[src/rtl/controle_preparo_pkg.sv]
// Shared definitions for the brew sequencer and the pump controller.
package controle_preparo_pkg;

  localparam int unsigned W_ESTADO = 4;
  localparam int unsigned W_COD    = 3;
  localparam int unsigned W_MODO   = 2;

  // Sequencer states; the encoding is exported on db_estado for the 7-seg debug display
  typedef enum logic [W_ESTADO-1:0] {
    OCIOSO   = 4'd0,
    VERIFICA = 4'd1,
    AQUECE   = 4'd2,
    DISPARA  = 4'd3,
    BOMBEIA  = 4'd4,
    FIM      = 4'd5,
    ERRO     = 4'd6
  } estado_t;

  // Error codes reported on cod_erro while in ERRO
  typedef enum logic [W_COD-1:0] {
    COD_NENHUM    = 3'd0,
    COD_MODO      = 3'd1,
    COD_COPO      = 3'd2,
    COD_AGUA      = 3'd3,
    COD_AQUECE    = 3'd4,
    COD_BOMBA     = 3'd5,
    COD_CANCELADO = 3'd6
  } cod_erro_t;

  localparam logic [W_MODO-1:0] MODO_PEQUENO = 2'b01;
  localparam logic [W_MODO-1:0] MODO_GRANDE  = 2'b10;

  // Only the two cup sizes are legal brew modes
  function automatic logic modo_valido(input logic [W_MODO-1:0] m);
    return (m == MODO_PEQUENO) || (m == MODO_GRANDE);
  endfunction

endpackage

[src/rtl/controle_preparo_if.sv]
// Signals between the UI side (master) and the brew sequencer (slave).
interface controle_preparo_if;
  import controle_preparo_pkg::*;

  logic                iniciar;
  logic                cancelar;
  logic [W_MODO-1:0]   modo;
  logic                copo_presente;
  logic                nivel_ok;
  logic                temp_ok;
  logic                fim_bomba;
  logic                liga_bomba;
  logic [W_MODO-1:0]   modo_bomba;
  logic                aquecedor;
  logic                ocupado;
  logic                pronto;
  logic                erro;
  logic [W_COD-1:0]    cod_erro;
  logic [W_ESTADO-1:0] db_estado;

  modport master (
    output iniciar, cancelar, modo, copo_presente, nivel_ok, temp_ok, fim_bomba,
    input  liga_bomba, modo_bomba, aquecedor, ocupado, pronto, erro, cod_erro, db_estado
  );

  modport slave (
    input  iniciar, cancelar, modo, copo_presente, nivel_ok, temp_ok, fim_bomba,
    output liga_bomba, modo_bomba, aquecedor, ocupado, pronto, erro, cod_erro, db_estado
  );

endinterface

[src/rtl/controle_preparo_contador_m.sv]
// Saturating timeout counter: zera_s_i clears, conta_i runs, fim_o flags count == LIMITE.
module contador_m #(
  parameter int unsigned NT     = 31,
  parameter int unsigned LIMITE = 0
) (
  input  logic clock,
  input  logic reset,
  input  logic zera_s_i,
  input  logic conta_i,
  output logic fim_o
);

  logic [NT-1:0] cnt_q, cnt_d;
  logic          fim_q;

  // Next count: clear wins, otherwise count up and stick at all-ones
  always_comb begin
    cnt_d = cnt_q;
    if (zera_s_i) begin
      cnt_d = '0;
    end else if (conta_i && (cnt_q != '1)) begin
      cnt_d = cnt_q + NT'(1);
    end
  end

  // fim is registered against the next count so it lines up with the cycle holding LIMITE
  always_ff @(posedge clock) begin
    if (reset) begin
      cnt_q <= '0;
      fim_q <= 1'b0;
    end else begin
      cnt_q <= cnt_d;
      fim_q <= (cnt_d == NT'(LIMITE));
    end
  end

  assign fim_o = fim_q;

endmodule

[src/rtl/controle_preparo.sv]
// Brew sequencer: validates the request, heats, fires the pump and reports done/error.
module controle_preparo
  import controle_preparo_pkg::*;
#(
  parameter int unsigned T_AQUECE_MAX = 1500000000,
  parameter int unsigned T_BOMBA_MAX  = 750000000,
  parameter int unsigned NT           = 31
) (
  input  logic               clock,
  input  logic               reset,
  controle_preparo_if.slave  bus
);

  estado_t           estado_q, estado_d;
  cod_erro_t         cod_q, cod_d;
  logic [W_MODO-1:0] modo_q;
  logic              liga_q, aquec_q, ocup_q, pronto_q, erro_q;
  logic              fim_aquece, fim_bombeia;

  // Heater timeout: cleared in VERIFICA, runs through AQUECE
  contador_m #(.NT(NT), .LIMITE(T_AQUECE_MAX - 1)) u_cont_aquece (
    .clock    (clock),
    .reset    (reset),
    .zera_s_i (estado_q == VERIFICA),
    .conta_i  (estado_q == AQUECE),
    .fim_o    (fim_aquece)
  );

  // Pump watchdog: cleared in DISPARA, runs through BOMBEIA
  contador_m #(.NT(NT), .LIMITE(T_BOMBA_MAX - 1)) u_cont_bomba (
    .clock    (clock),
    .reset    (reset),
    .zera_s_i (estado_q == DISPARA),
    .conta_i  (estado_q == BOMBEIA),
    .fim_o    (fim_bombeia)
  );

  // Next state and error code; cod_erro is non-zero only while sitting in ERRO
  always_comb begin
    estado_d = estado_q;
    cod_d    = COD_NENHUM;
    case (estado_q)
      OCIOSO: begin
        if (bus.iniciar) estado_d = VERIFICA;
      end
      VERIFICA: begin
        if (!modo_valido(modo_q)) begin
          estado_d = ERRO; cod_d = COD_MODO;
        end else if (!bus.copo_presente) begin
          estado_d = ERRO; cod_d = COD_COPO;
        end else if (!bus.nivel_ok) begin
          estado_d = ERRO; cod_d = COD_AGUA;
        end else begin
          estado_d = AQUECE;
        end
      end
      AQUECE: begin
        if (bus.cancelar) begin
          estado_d = ERRO; cod_d = COD_CANCELADO;
        end else if (!bus.copo_presente) begin
          estado_d = ERRO; cod_d = COD_COPO;
        end else if (fim_aquece) begin
          estado_d = ERRO; cod_d = COD_AQUECE;
        end else if (bus.temp_ok) begin
          estado_d = DISPARA;
        end
      end
      DISPARA: estado_d = BOMBEIA;
      BOMBEIA: begin
        // Pump run cannot be aborted: cancel and cup removal are not looked at here
        if (bus.fim_bomba) begin
          estado_d = FIM;
        end else if (fim_bombeia) begin
          estado_d = ERRO; cod_d = COD_BOMBA;
        end
      end
      FIM: estado_d = OCIOSO;
      ERRO: begin
        // Acknowledge returns to idle without starting a new cycle
        if (bus.iniciar && !bus.cancelar) begin
          estado_d = OCIOSO;
        end else begin
          cod_d = cod_q;
        end
      end
      default: estado_d = OCIOSO;
    endcase
  end

  // State register with Moore outputs decoded from the next state so they are registered
  always_ff @(posedge clock) begin
    if (reset) begin
      estado_q <= OCIOSO;
      cod_q    <= COD_NENHUM;
      modo_q   <= '0;
      liga_q   <= 1'b0;
      aquec_q  <= 1'b0;
      ocup_q   <= 1'b0;
      pronto_q <= 1'b0;
      erro_q   <= 1'b0;
    end else begin
      estado_q <= estado_d;
      cod_q    <= cod_d;
      liga_q   <= (estado_d == DISPARA);
      aquec_q  <= (estado_d inside {AQUECE, DISPARA, BOMBEIA});
      ocup_q   <= (estado_d inside {VERIFICA, AQUECE, DISPARA, BOMBEIA});
      pronto_q <= (estado_d == FIM);
      erro_q   <= (estado_d == ERRO);
      if ((estado_q == OCIOSO) && bus.iniciar) modo_q <= bus.modo;
    end
  end

  assign bus.liga_bomba = liga_q;
  assign bus.modo_bomba = modo_q;
  assign bus.aquecedor  = aquec_q;
  assign bus.ocupado    = ocup_q;
  assign bus.pronto     = pronto_q;
  assign bus.erro       = erro_q;
  assign bus.cod_erro   = cod_q;
  assign bus.db_estado  = estado_q;

endmodule

[src/flat_wrapper.sv]
// flat-port wrapper written by rule: the top's interface ports become plain ports
module controle_preparo_flat import controle_preparo_pkg::*;
#(
  parameter int unsigned T_AQUECE_MAX = 1500000000,
  parameter int unsigned T_BOMBA_MAX  = 750000000,
  parameter int unsigned NT           = 31
)
  (clock, reset, bus_iniciar, bus_cancelar, bus_modo, bus_copo_presente, bus_nivel_ok, bus_temp_ok, bus_fim_bomba, bus_liga_bomba, bus_modo_bomba, bus_aquecedor, bus_ocupado, bus_pronto, bus_erro, bus_cod_erro, bus_db_estado);
  controle_preparo_if bus_i ();
  input  logic clock;
  input  logic reset;
  input wire logic [$bits(bus_i.iniciar)-1:0] bus_iniciar;
  input wire logic [$bits(bus_i.cancelar)-1:0] bus_cancelar;
  input wire logic [$bits(bus_i.modo)-1:0] bus_modo;
  input wire logic [$bits(bus_i.copo_presente)-1:0] bus_copo_presente;
  input wire logic [$bits(bus_i.nivel_ok)-1:0] bus_nivel_ok;
  input wire logic [$bits(bus_i.temp_ok)-1:0] bus_temp_ok;
  input wire logic [$bits(bus_i.fim_bomba)-1:0] bus_fim_bomba;
  output wire logic [$bits(bus_i.liga_bomba)-1:0] bus_liga_bomba;
  output wire logic [$bits(bus_i.modo_bomba)-1:0] bus_modo_bomba;
  output wire logic [$bits(bus_i.aquecedor)-1:0] bus_aquecedor;
  output wire logic [$bits(bus_i.ocupado)-1:0] bus_ocupado;
  output wire logic [$bits(bus_i.pronto)-1:0] bus_pronto;
  output wire logic [$bits(bus_i.erro)-1:0] bus_erro;
  output wire logic [$bits(bus_i.cod_erro)-1:0] bus_cod_erro;
  output wire logic [$bits(bus_i.db_estado)-1:0] bus_db_estado;
  assign bus_i.iniciar = bus_iniciar;
  assign bus_i.cancelar = bus_cancelar;
  assign bus_i.modo = bus_modo;
  assign bus_i.copo_presente = bus_copo_presente;
  assign bus_i.nivel_ok = bus_nivel_ok;
  assign bus_i.temp_ok = bus_temp_ok;
  assign bus_i.fim_bomba = bus_fim_bomba;
  assign bus_liga_bomba = bus_i.liga_bomba;
  assign bus_modo_bomba = bus_i.modo_bomba;
  assign bus_aquecedor = bus_i.aquecedor;
  assign bus_ocupado = bus_i.ocupado;
  assign bus_pronto = bus_i.pronto;
  assign bus_erro = bus_i.erro;
  assign bus_cod_erro = bus_i.cod_erro;
  assign bus_db_estado = bus_i.db_estado;
  controle_preparo #(.T_AQUECE_MAX(T_AQUECE_MAX), .T_BOMBA_MAX(T_BOMBA_MAX), .NT(NT)) u_core (.clock(clock), .reset(reset), .bus(bus_i));
endmodule
[config.mk]
export PLATFORM = sky130hd
export DESIGN_NAME = controle_preparo_flat
export DESIGN_NICKNAME = d
export VERILOG_FILES = /design/src/rtl/controle_preparo_pkg.sv /design/src/rtl/controle_preparo_if.sv /design/src/rtl/controle_preparo_contador_m.sv /design/src/rtl/controle_preparo.sv /design/src/flat_wrapper.sv
export SDC_FILE = /design/constraint.sdc
export NUM_CORES = 1
export LEC_CHECK = 0
export BUFFER_PORTS_ARGS = -buffer_cell sky130_fd_sc_hd__buf_2
export CAP_MARGIN = 25
export CORE_ASPECT_RATIO = 0.9
export CORE_MARGIN = 3
export CORE_UTILIZATION = 60
export CTS_BUF_LIST = sky130_fd_sc_hd__clkbuf_8
export DETAILED_ROUTE_END_ITERATION = 12
export PLACE_DENSITY_LB_ADDON = 0.3
export SETUP_SLACK_MARGIN = 0.1
export SYNTH_ARGS = -nofsm -noshare
export SYNTH_HDL_FRONTEND = slang
export SYNTH_SLANG_ARGS = --single-unit
[constraint.sdc]
create_clock -name clock -period 4.1 [get_ports clock]
set_clock_uncertainty 0.05 [all_clocks]
set_input_delay 0.615 -clock clock [delete_from_list [all_inputs] [get_ports clock]]
set_output_delay 0.615 -clock clock [all_outputs]
set_load 0.03 [all_outputs]
== Yosys cells after proc, flatten, opt, wreduce, memory -nomap -nowiden ==
Index checks and enable logic that the tools add are counted.
W data, S select, Z words.

* Bits in registers: 78
* Latch bits: 0
* RAM bits: 0
* ROM bits: 0
* Bits of input ports: 10
* Output and inout bits: 14
* Word-level logic and storage cells: 67
* Memories kept: 0

* $add $sub $neg: 2
* $mul: 0
* Divide/modulo/power cells: 0
* Order comparisons: 0
* Equality and inequality tests: 18
* Shift-type cells: 0
* Muxes and demuxes: 26
* Bitwise logic cells: 0
* Reduce and logical (&&, ||, !) cells: 9

{| class="wikitable"
|+ Operators with widths
! cell !! number
|-
| $mux W31 || 4
|-
| $add A31 B1 Y31 const B || 2
|-
| $ne A31 B31 Y1 const B || 2
|-
| $mux W4 || 10
|-
| $eq A31 B30 Y1 const B || 1
|-
| $eq A31 B31 Y1 const B || 1
|-
| $mux W3 || 9
|-
| $pmux W4 S6 || 1
|-
| $eq A4 B3 Y1 const B || 5
|-
| $eq A4 B2 Y1 const B || 4
|-
| $pmux W3 S4 || 1
|-
| $eq A4 B1 Y1 const B || 2
|-
| $logic_and A1 B1 Y1 || 4
|-
| $logic_not A4 Y1 || 1
|-
| $reduce_bool A4 Y1 || 1
|-
| $reduce_bool A3 Y1 || 1
|-
| $eq A2 B1 Y1 const B || 1
|-
| $eq A2 B2 Y1 const B || 1
|-
| $mux W2 || 1
|-
| $ne A2 B1 Y1 const B || 1
|-
| $logic_not A1 Y1 || 1
|-
| $logic_or A1 B1 Y1 || 1
|}

== Logic depth before layout (Yosys ltp) ==
Gate-level depths: netlist of run 1.

* Word-level depth: 7
* Mapped depth: 10
* Mapped depth without buffers: 8

== Hierarchy ==
Synthesis of run 1 repeated with hierarchy kept, for this count alone.

* Cells, all modules: 564
* Area, all modules: 4754.6 sq um

{| class="wikitable"
|+ Modules (own cells, without submodules)
! module !! times used !! cells an instance !! area an instance (sq um) !! sequential area each (sq um)
|-
| contador_m at u_core.u_cont_aquece || 1 || 246 || 2028.2 || 640.6
|-
| contador_m at u_core.u_cont_bomba || 1 || 246 || 2025.7 || 640.6
|-
| controle_preparo || 1 || 72 || 700.7 || 280.3
|}

== Least setup slack after synthesis of run 1 ==
No wires, ideal clock.

* Path kind: register to register
* From: register u_core.estado_q[2], in the netlist u_core.bus.db_estado[2]
* To: register u_core.u_cont_bomba.fim_q, in the netlist u_core.u_cont_bomba.fim_o
* Setup time: 92 ps
* Arrival time: 2591 ps
* Data required time: 3958 ps
* Slack: 1367 ps
* Cell stages (with the launch flop): 8
* Cell sequence: dfxtp_1 or4b_4 nor2_1 o31ai_2 or4b_2 a221oi_1 nand4b_1 nor4_1

* Longest elaborated chain between the ends: 5
* Elaborated cells between the ends (all ways): 6

{| class="wikitable"
|+ Ends and longest elaborated chain
! element !! RTL line !! source
|-
| start: declaration || controle_preparo.sv:14 || <nowiki>estado_t estado_q, estado_d;</nowiki>
|-
| start signal: assignment || controle_preparo.sv:102 || <nowiki>estado_q <= estado_d;</nowiki>
|-
| $eq A4 B3 Y1 || controle_preparo.sv:34 || <nowiki>.conta_i (estado_q == BOMBEIA),</nowiki>
|-
| $logic_and A1 B1 Y1 || controle_preparo_contador_m.sv:21 || <nowiki>end else if (conta_i && (cnt_q != '1)) begin</nowiki>
|-
| $mux W31 || controle_preparo_contador_m.sv:21 ||
|-
| $mux W31 (*) || controle_preparo_contador_m.sv:19 || <nowiki>if (zera_s_i) begin</nowiki>
|-
| $eq A31 B30 Y1 (*) || controle_preparo_contador_m.sv:33 || <nowiki>fim_q <= (cnt_d == NT'(LIMITE));</nowiki>
|-
| end signal: assignment || controle_preparo_contador_m.sv:33 ||
|-
| end: declaration || controle_preparo_contador_m.sv:14 || <nowiki>logic fim_q;</nowiki>
|}

Mark *: on every way between the ends. The rest lies on a longest branch, timed or not.
A chain may end at the register's enable or synchronous reset.

== Worst setup path after layout of run 1 ==
* From: register u_core.u_cont_aquece.cnt_q[0]
* To: register u_core.u_cont_aquece.fim_q, in the netlist u_core.u_cont_aquece.fim_o

* Longest elaborated chain between the ends: 5
* Elaborated cells between the ends (all ways): 6

{| class="wikitable"
|+ Ends and longest elaborated chain
! element !! RTL line !! source
|-
| start: declaration || controle_preparo_contador_m.sv:13 || <nowiki>logic [NT-1:0] cnt_q, cnt_d;</nowiki>
|-
| start signal: assignment || controle_preparo_contador_m.sv:32 || <nowiki>cnt_q <= cnt_d;</nowiki>
|-
| branches (longest 2 deep; another with $add A31 B1 Y31) || -- ||
|-
| $mux W31 (*) || controle_preparo_contador_m.sv:21 ||
|-
| $mux W31 (*) || controle_preparo_contador_m.sv:19 ||
|-
| $eq A31 B31 Y1 (*) || controle_preparo_contador_m.sv:33 ||
|-
| end signal: assignment || controle_preparo_contador_m.sv:33 ||
|-
| end: declaration || controle_preparo_contador_m.sv:14 ||
|}

Mark *: on every way between the ends.

==> results of run 1 <==
critical path, stage by stage (launching register included):
cell and delay (ns):
dfxtp_1 0.42, ha_1 0.23, nand3_1 0.26, nor4_1 0.50, nand3_1 0.42, a211o_1 0.42
a2111oi_2 0.30, o2111ai_1 0.14, nor4_1 0.27
metrics by stage:
stage | area, µm² | util | std cells | worst slack (ns) | hold WS, ns
2_1_floorplan | 4295 | - | 528 | 1.367 | 0.4123
5_1_grt | 4641 | 0.6863 | 638 | 0.7423 | 0.4600
3_5_place_dp | 4451 | 0.6582 | 622 | 1.045 | 0.4355
4_1_cts | 4641 | 0.6863 | 638 | 1.041 | 0.4525
6_report | 4641 | 0.6863 | 638 | 1.006 | 0.4492
3_3_place_gp | 4451 | 0.6582 | 622 | 1.195 | 0.4290
metal layers:
layer,global-route usage,wire length [µm],vias up
met4,0.07602,173,0
li1,-,-,1996
met5,0,0,-
met1,0.4227,5125,1918
met3,0.09549,1257,26
met2,0.3821,4407,233
sequential cells by signal, indices dropped and copies added, names as in the netlist:
signal	cells
u_core.bus.aquecedor	1
u_core.bus.cod_erro	3
u_core.bus.db_estado	4
u_core.bus.erro	1
u_core.bus.liga_bomba	1
u_core.bus.modo_bomba	2
u_core.bus.ocupado	1
u_core.bus.pronto	1
u_core.u_cont_aquece.cnt_q	31
u_core.u_cont_aquece.fim_o	1
u_core.u_cont_bomba.cnt_q	31
u_core.u_cont_bomba.fim_o	1
cells in the final DEF, fill, tap and decap left out, drive strengths merged, types with 5 or more instances in the layout:
cell type   n
nand3b      5
inv        10
nor2       69
nand2b      5
and3        7
buf        26
nand2      36
nor4b       5
nor3       29
or3        13
xnor2      19
dfxtp      78
o21ai      19
and4        9
nand4      27
nand3      26
nor2b       9
a21oi      25
clkbuf      9
and2        5
nor4       16
xor2       20
worst min-delay path by stage:
| stage | from | end | depth (start not counted) |
|---|---|---|---|
| floorplan | u_core.u_cont_aquece.cnt_q[30] | u_core.u_cont_aquece.cnt_q[30] | 2 |
| global placement | u_core.u_cont_aquece.cnt_q[1] | u_core.u_cont_aquece.cnt_q[1] | 2 |
| detailed placement | u_core.bus.cod_erro[2] | u_core.bus.cod_erro[2] | 2 |
| CTS | bus_modo[0] | u_core.bus.modo_bomba[0] | 3 |
| global route | bus_modo[1] | u_core.bus.modo_bomba[1] | 3 |
| finish | u_core.bus.cod_erro[2] | u_core.bus.cod_erro[2] | 2 |
power by group:
part           leakage (nW)  internal [mW]  switching (mW)
clock                0.0982          0.278           0.291
combinational         0.778         0.0187          0.0410
sequential            0.629          0.762         0.00500
total                  1.51           1.06           0.337
synthesized netlist by cell type, drive strengths merged, types with 4 or more instances:
library cell	number	area, µm²
dfxtp	78	1562
nor2	69	259.0
nand2	36	135.1
nor3	29	161.4
nand4	27	168.9
nand3	26	130.1
a21oi	25	125.1
xor2	20	175.2
o21ai	19	95.09
xnor2	19	166.4
nor4	16	115.1
or3	13	81.33
clkbuf	12	45.04
buf	10	50.05
and4	9	78.83
nor2b	9	56.30
and3	7	43.79
inv	7	26.28
and2	5	31.28
nand2b	5	31.28
nand3b	5	37.54
nor4b	5	43.79
mux2i	4	40.04
nand4b	4	35.03
o2111ai	4	35.03
o21a	4	30.03
o31ai	4	35.03
or4	4	37.53
cell type report:
type | count | area (µm²)
clock buffers | 9 | 123.9
clock inverters | 7 | 66.31
fillers | 560 | 2121
inverters | 7 | 26.28
multi-input cells | 421 | 2613
flip-flops and latches | 78 | 1562
well taps | 90 | 112.6
repair buffers | 26 | 137.6
cell families (layout without fill, tap and decap cells):
kind of cell               after synthesis  count (layout)  synth area share
AOI/OAI and AO/OA                       93              93            0.1486
xor gates and xnor gates                39              39           0.07952
adders and majority gates                2               2          0.005825
buffers and inverters                   29              49           0.02826
DFF                                     78              78            0.3635
muxes                                    5               5           0.01194
other                                    1               1         0.0008730
and+or+nand+nor                        281             281            0.3615
==> flow_summary_export.csv, run 1 <==
group,metric,value,unit
clocking,worstSkewPairLatency,0.36,ns
synth,asyncSetResetFlopFracSynth,0,
place,port_buffers,23,
setup_path,crit-reg2reg-capture,"u_core.u_cont_aquece.fim_o",
setup_path,r2r_slack,1.01,ns
drt,via_per_inst,6.541,
grt,grt_antenna_before_repair,0,
clocking,post_cts_resized,0,
grt,grt_use_total,0.2821,
clocking,hold_buffers,0,
setup_path,cp_max_fo,9,
timing,rsz0062_at_grt,"no",
power,power_density,300.6,nW/µm²
clocking,cts.path.max_buffers,2,
place,gp_congestion,0.9737,
timing,fin_crit,3.094,ns
synth,syn_inst,528,
clocking,root_buffer,"clkbuf_8",
die,die_area,8212,µm²
drt,dr.pass1.iters,5,
synth,ys.flop_type,"dfxtp_1",
cells_and_area,synthToLayoutAreaGrowth,8.040,%
clocking,cts.sinks,78,
die,start_util,0.6353,
place,dp_hpwl,8.042,mm
clocking,cts.reportedPaths.clkPinSlew,0.08,ns
timing,setup_viol,0,
cells_and_area,nets,555,
grt,grt_pass1_wl,18.29,mm
drt,routedWlPerCell,17.18,µm
cells_and_area,diodes,0,
synth,yosys_register_bits,78,
timing,worstMarginPinSlew,0.8614,ns
synth,synth_edf_count,0,
setup_path,start_kind,"register",
synth,synth.yosys.seq_area_share,0.3635,
grt,grt-ovfl-total,0,
worst_hold_path,hold_path.class,"reg2reg",
clocking,cts_buffers,9,
timing,maxSlewViolCount,0,
setup_path,cp.required,4.33,ns
run_status,outcome,"finished, final reports clean",
synth,syn_nets,540,
timing,max_slew_margin,0.4176,
drt,vias,4173,
synth,syn_area,4295,µm²
timing,fin_setup_tns,0,ns
drt,dr.first_iter.drc_count,470,
synth,yosys_warnings,0,
die,core_area,6761,µm²
power,ir_worst_vdd,231.9,µV
power,p_leak,1.506,nW
grt,first_global_vias,3795,
synth,yosysUniqueCellTypes,67,
timing,max_freq,323.2,MHz
power,fin_total_pwr,1.395,mW
setup_path,worst-setup-path-type,"reg2reg",
cells_and_area,drive_gt1_frac,0.1095,
setup_path,cp-endpoint,"u_core.u_cont_aquece.fim_o",
drt,ant_nets,0,
clocking,cts.htree.levels,3,
drt,drt-total-wl,10.96,mm
grt,grt_max_degree,29,
setup_path,reg2reg_depth,8,
setup_path,r2r_start,"u_core.u_cont_aquece.cnt_q[0]",
drt,route.detailed.drc,0,
clocking,tritoncts,"done",
die,io_pins,24,
timing,final_hold_viol_count,0,
run,drv_cap,0,
setup_path,cp-end-kind,"register",
die,rows,28,
clocking,post_cts_buffers,0,
setup_path,crit_start,"u_core.u_cont_aquece.cnt_q[0]",
synth,syn_area_per_cell,8.135,µm²
die,die-width,95.19,µm
timing,post-route-period-util,0.7547,
die,die_h,86.27,µm
setup_path,arrival,3.32,ns
Note: power is estimated with default switching activity, not from simulation.
==> run 2: changes to the inputs <==
Settings changed: ABC_AREA from default to 1, CORE_UTILIZATION 60 to 58.
Clock period 4.1 ns to 2.8 ns, I/O delays scaled along.
==> flow_summary_export.csv, run 2 <==
group,metric,value,unit
synth,ys.flop_type,"dfxtp_1",
synth,yosysTopAreaCell,"dfxtp_1",
synth,syn_inst,858,
die,die_h,95.24,µm
die,rows,31,
synth,synth.most_common_cell,"nand2_1",
synth,ys_top_cells_by_area,"dfxtp_1, nand2_1, nor2_1",
power,p_leak,2.329,nW
power,power_density,399.6,nW/µm²
timing,max_slew_margin,0.5724,
grt,grt_max_degree,51,
setup_path,start_kind,"register",
setup_path,path_buf_inv,0,
drt,dr.pass1.iters,6,
timing,final_hold_viol_count,0,
setup_path,worstPathCellList,"nand3_1 -> nor2_1 -> nand2_1 -> nor2_2 -> nand2_1 -> o21bai_1 -> nand2_1 -> nor2_1 -> nand2_1 -> nor2_2 -> nand3_1 -> nor2_1",
synth,syn_nets,870,
power,fin_total_pwr,2.252,mW
synth,yosys_register_bits,78,
timing,fin_ws,0.3346,ns
setup_path,cp-end-kind,"register",
power,ir_worst_vdd,298.1,µV
place,dp_hpwl,11.00,mm
clocking,cts.htree.levels,3,
drt,dr.first_iter.drc_count,483,
die,die_area,10020,µm²
cells_and_area,synthToLayoutAreaGrowth,9.825,%
synth,synth.yosys.seq_area_share,0.3042,
timing,max_freq,405.6,MHz
timing,worstMarginPinSlew,0.6355,ns
run_status,outcome,"finished, final reports clean",
die,start_util,0.6155,
setup_path,cp_max_fo,5,
clocking,cts_buffers,9,
drt,ant_nets,0,
synth,synthTopCellsByCount,"nand2_1, nor2_1, inv_1",
worst_hold_path,min-delay-start,"bus_modo[0]",
setup_path,cp.required,3.06,ns
setup_path,cpMaxStageDelayCell,"dfxtp_1",
cells_and_area,final_cell_mix,"nand2_1, nor2_1, inv_1, nand3_1, dfxtp_1",
synth,syn_area,5132,µm²
cells_and_area,drive_gt1_frac,0.1143,
synth,yosys_warnings,0,
place,gp_congestion,0.9646,
run,drv_cap,0,
die,core_area,8339,µm²
timing,setup_viol,0,
die,io_pins,24,
grt,grt_pass1_wl,24.18,mm
drt,vias,5623,
setup_path,crit_start,"u_core.u_cont_aquece.cnt_q[2]",
setup_path,path_common_cell,"nand2_1",
setup_path,cp_slowest_stage_delay,0.46,ns
drt,drt-total-wl,14.53,mm
setup_path,arrival,2.73,ns
synth,synth_edf_count,0,
clocking,cts.path.max_buffers,2,
timing,fin_setup_tns,0,ns
synth,syn_area_per_cell,5.982,µm²
setup_path,worst-setup-path-type,"reg2reg",
cells_and_area,final_common_cell,"nand2_1",
place,pre_cts_ws,0.3278,ns
die,die-width,105.2,µm
cells_and_area,diodes,0,
grt,grt_use_total,0.3028,
timing,maxSlewViolCount,0,
clocking,worstSkewPairLatency,0.38,ns
clocking,root_buffer,"clkbuf_8",
synth,yosysUniqueCellTypes,42,
drt,route.detailed.drc,0,
timing,post-route-period-util,0.8805,
clocking,tritoncts,"done",
timing,fin_crit,2.465,ns
place,port_buffers,23,
setup_path,path_delay_family,"simple AND/OR/NAND/NOR gates",
clocking,cts.sinks,78,
worst_hold_path,hold_path.class,"in2reg",
drt,routedWlPerCell,14.43,µm
grt,grt_antenna_before_repair,0,
cells_and_area,nets,899,
grt,grt-ovfl-total,0,
timing,rsz0062_at_grt,"no",
drt,via_per_inst,5.584,
setup_path,r2r_start,"u_core.u_cont_aquece.cnt_q[2]",
timing,whs,0.2063,ns
grt,first_global_vias,5039,
synth,netlist.area_leader.share,0.3042,
synth,asyncSetResetFlopFracSynth,0,
clocking,cts.reportedPaths.clkPinSlew,0.09,ns
[run 2: final cells by class]
class / count / area [µm²]
well taps: 115 / 143.9
fillers: 760 / 2703
repair buffers: 37 / 220.2
clock buffers: 9 / 123.9
inverters: 113 / 430.4
clock inverters: 7 / 105.1
multi-input cells: 648 / 3052
flip-flops and latches: 78 / 1562
[run 2: final timing paths]
path	endpoint	slack, ns	cells after the start
setup / recovery	u_core.u_cont_aquece.fim_o	0.33	12
hold / removal	u_core.bus.modo_bomba[0]	0.21	3
setup reg to reg	u_core.u_cont_aquece.fim_o	0.33	12
hold reg to reg	u_core.u_cont_bomba.cnt_q[30]	0.47	2
[run 2: power breakdown]
group	total, mW	internal, mW	switching (mW)
sequential	1.13	1.12	0.0131
combinational	0.122	0.0351	0.0873
clock	0.996	0.514	0.482
[run 2: per-stage QoR]
stage / utilization / instance area [µm²] / instances
floorplan: - / 5132 / 858
global placement: 0.6408 / 5344 / 986
detailed placement: 0.6408 / 5344 / 986
CTS: 0.6683 / 5573 / 1002
global route: 0.6759 / 5637 / 1007
finish: 0.6759 / 5637 / 1007
[run 2: repair_timing]
item,4_1_cts,5_1_grt
gates resized for setup,0,5
setup buffers,0,5
hold buffers,0,0
endpoints found under the setup margin,0,1
[run 2: metal layers]
layer  vias to the layer above  global-route usage  share of wire
met4                         0             0.06667          0.014
met5                         -                   0              0
met1                      2514              0.4142           0.44
met3                        32              0.1124           0.13
met2                       304              0.4578           0.41
li1                       2773                   -              -
[run 2: cells by family (layout without fill, tap and decap cells)]
kind of cell,Yosys count,in the layout,share of synthesized area
simple gates,594,594,0.5205
xor+xnor,11,11,0.01877
buf+inv,132,166,0.1056
fa+ha+maj,2,2,0.004875
other cells,1,1,0.0007306
flops,78,78,0.3042
compound gates,40,40,0.04535
[run 2: tightest hold or removal path, delay by kind of cell]
kind / cells / cell delay, ns
simple gates: 2 / 0.11
buf+inv: 1 / 0.07
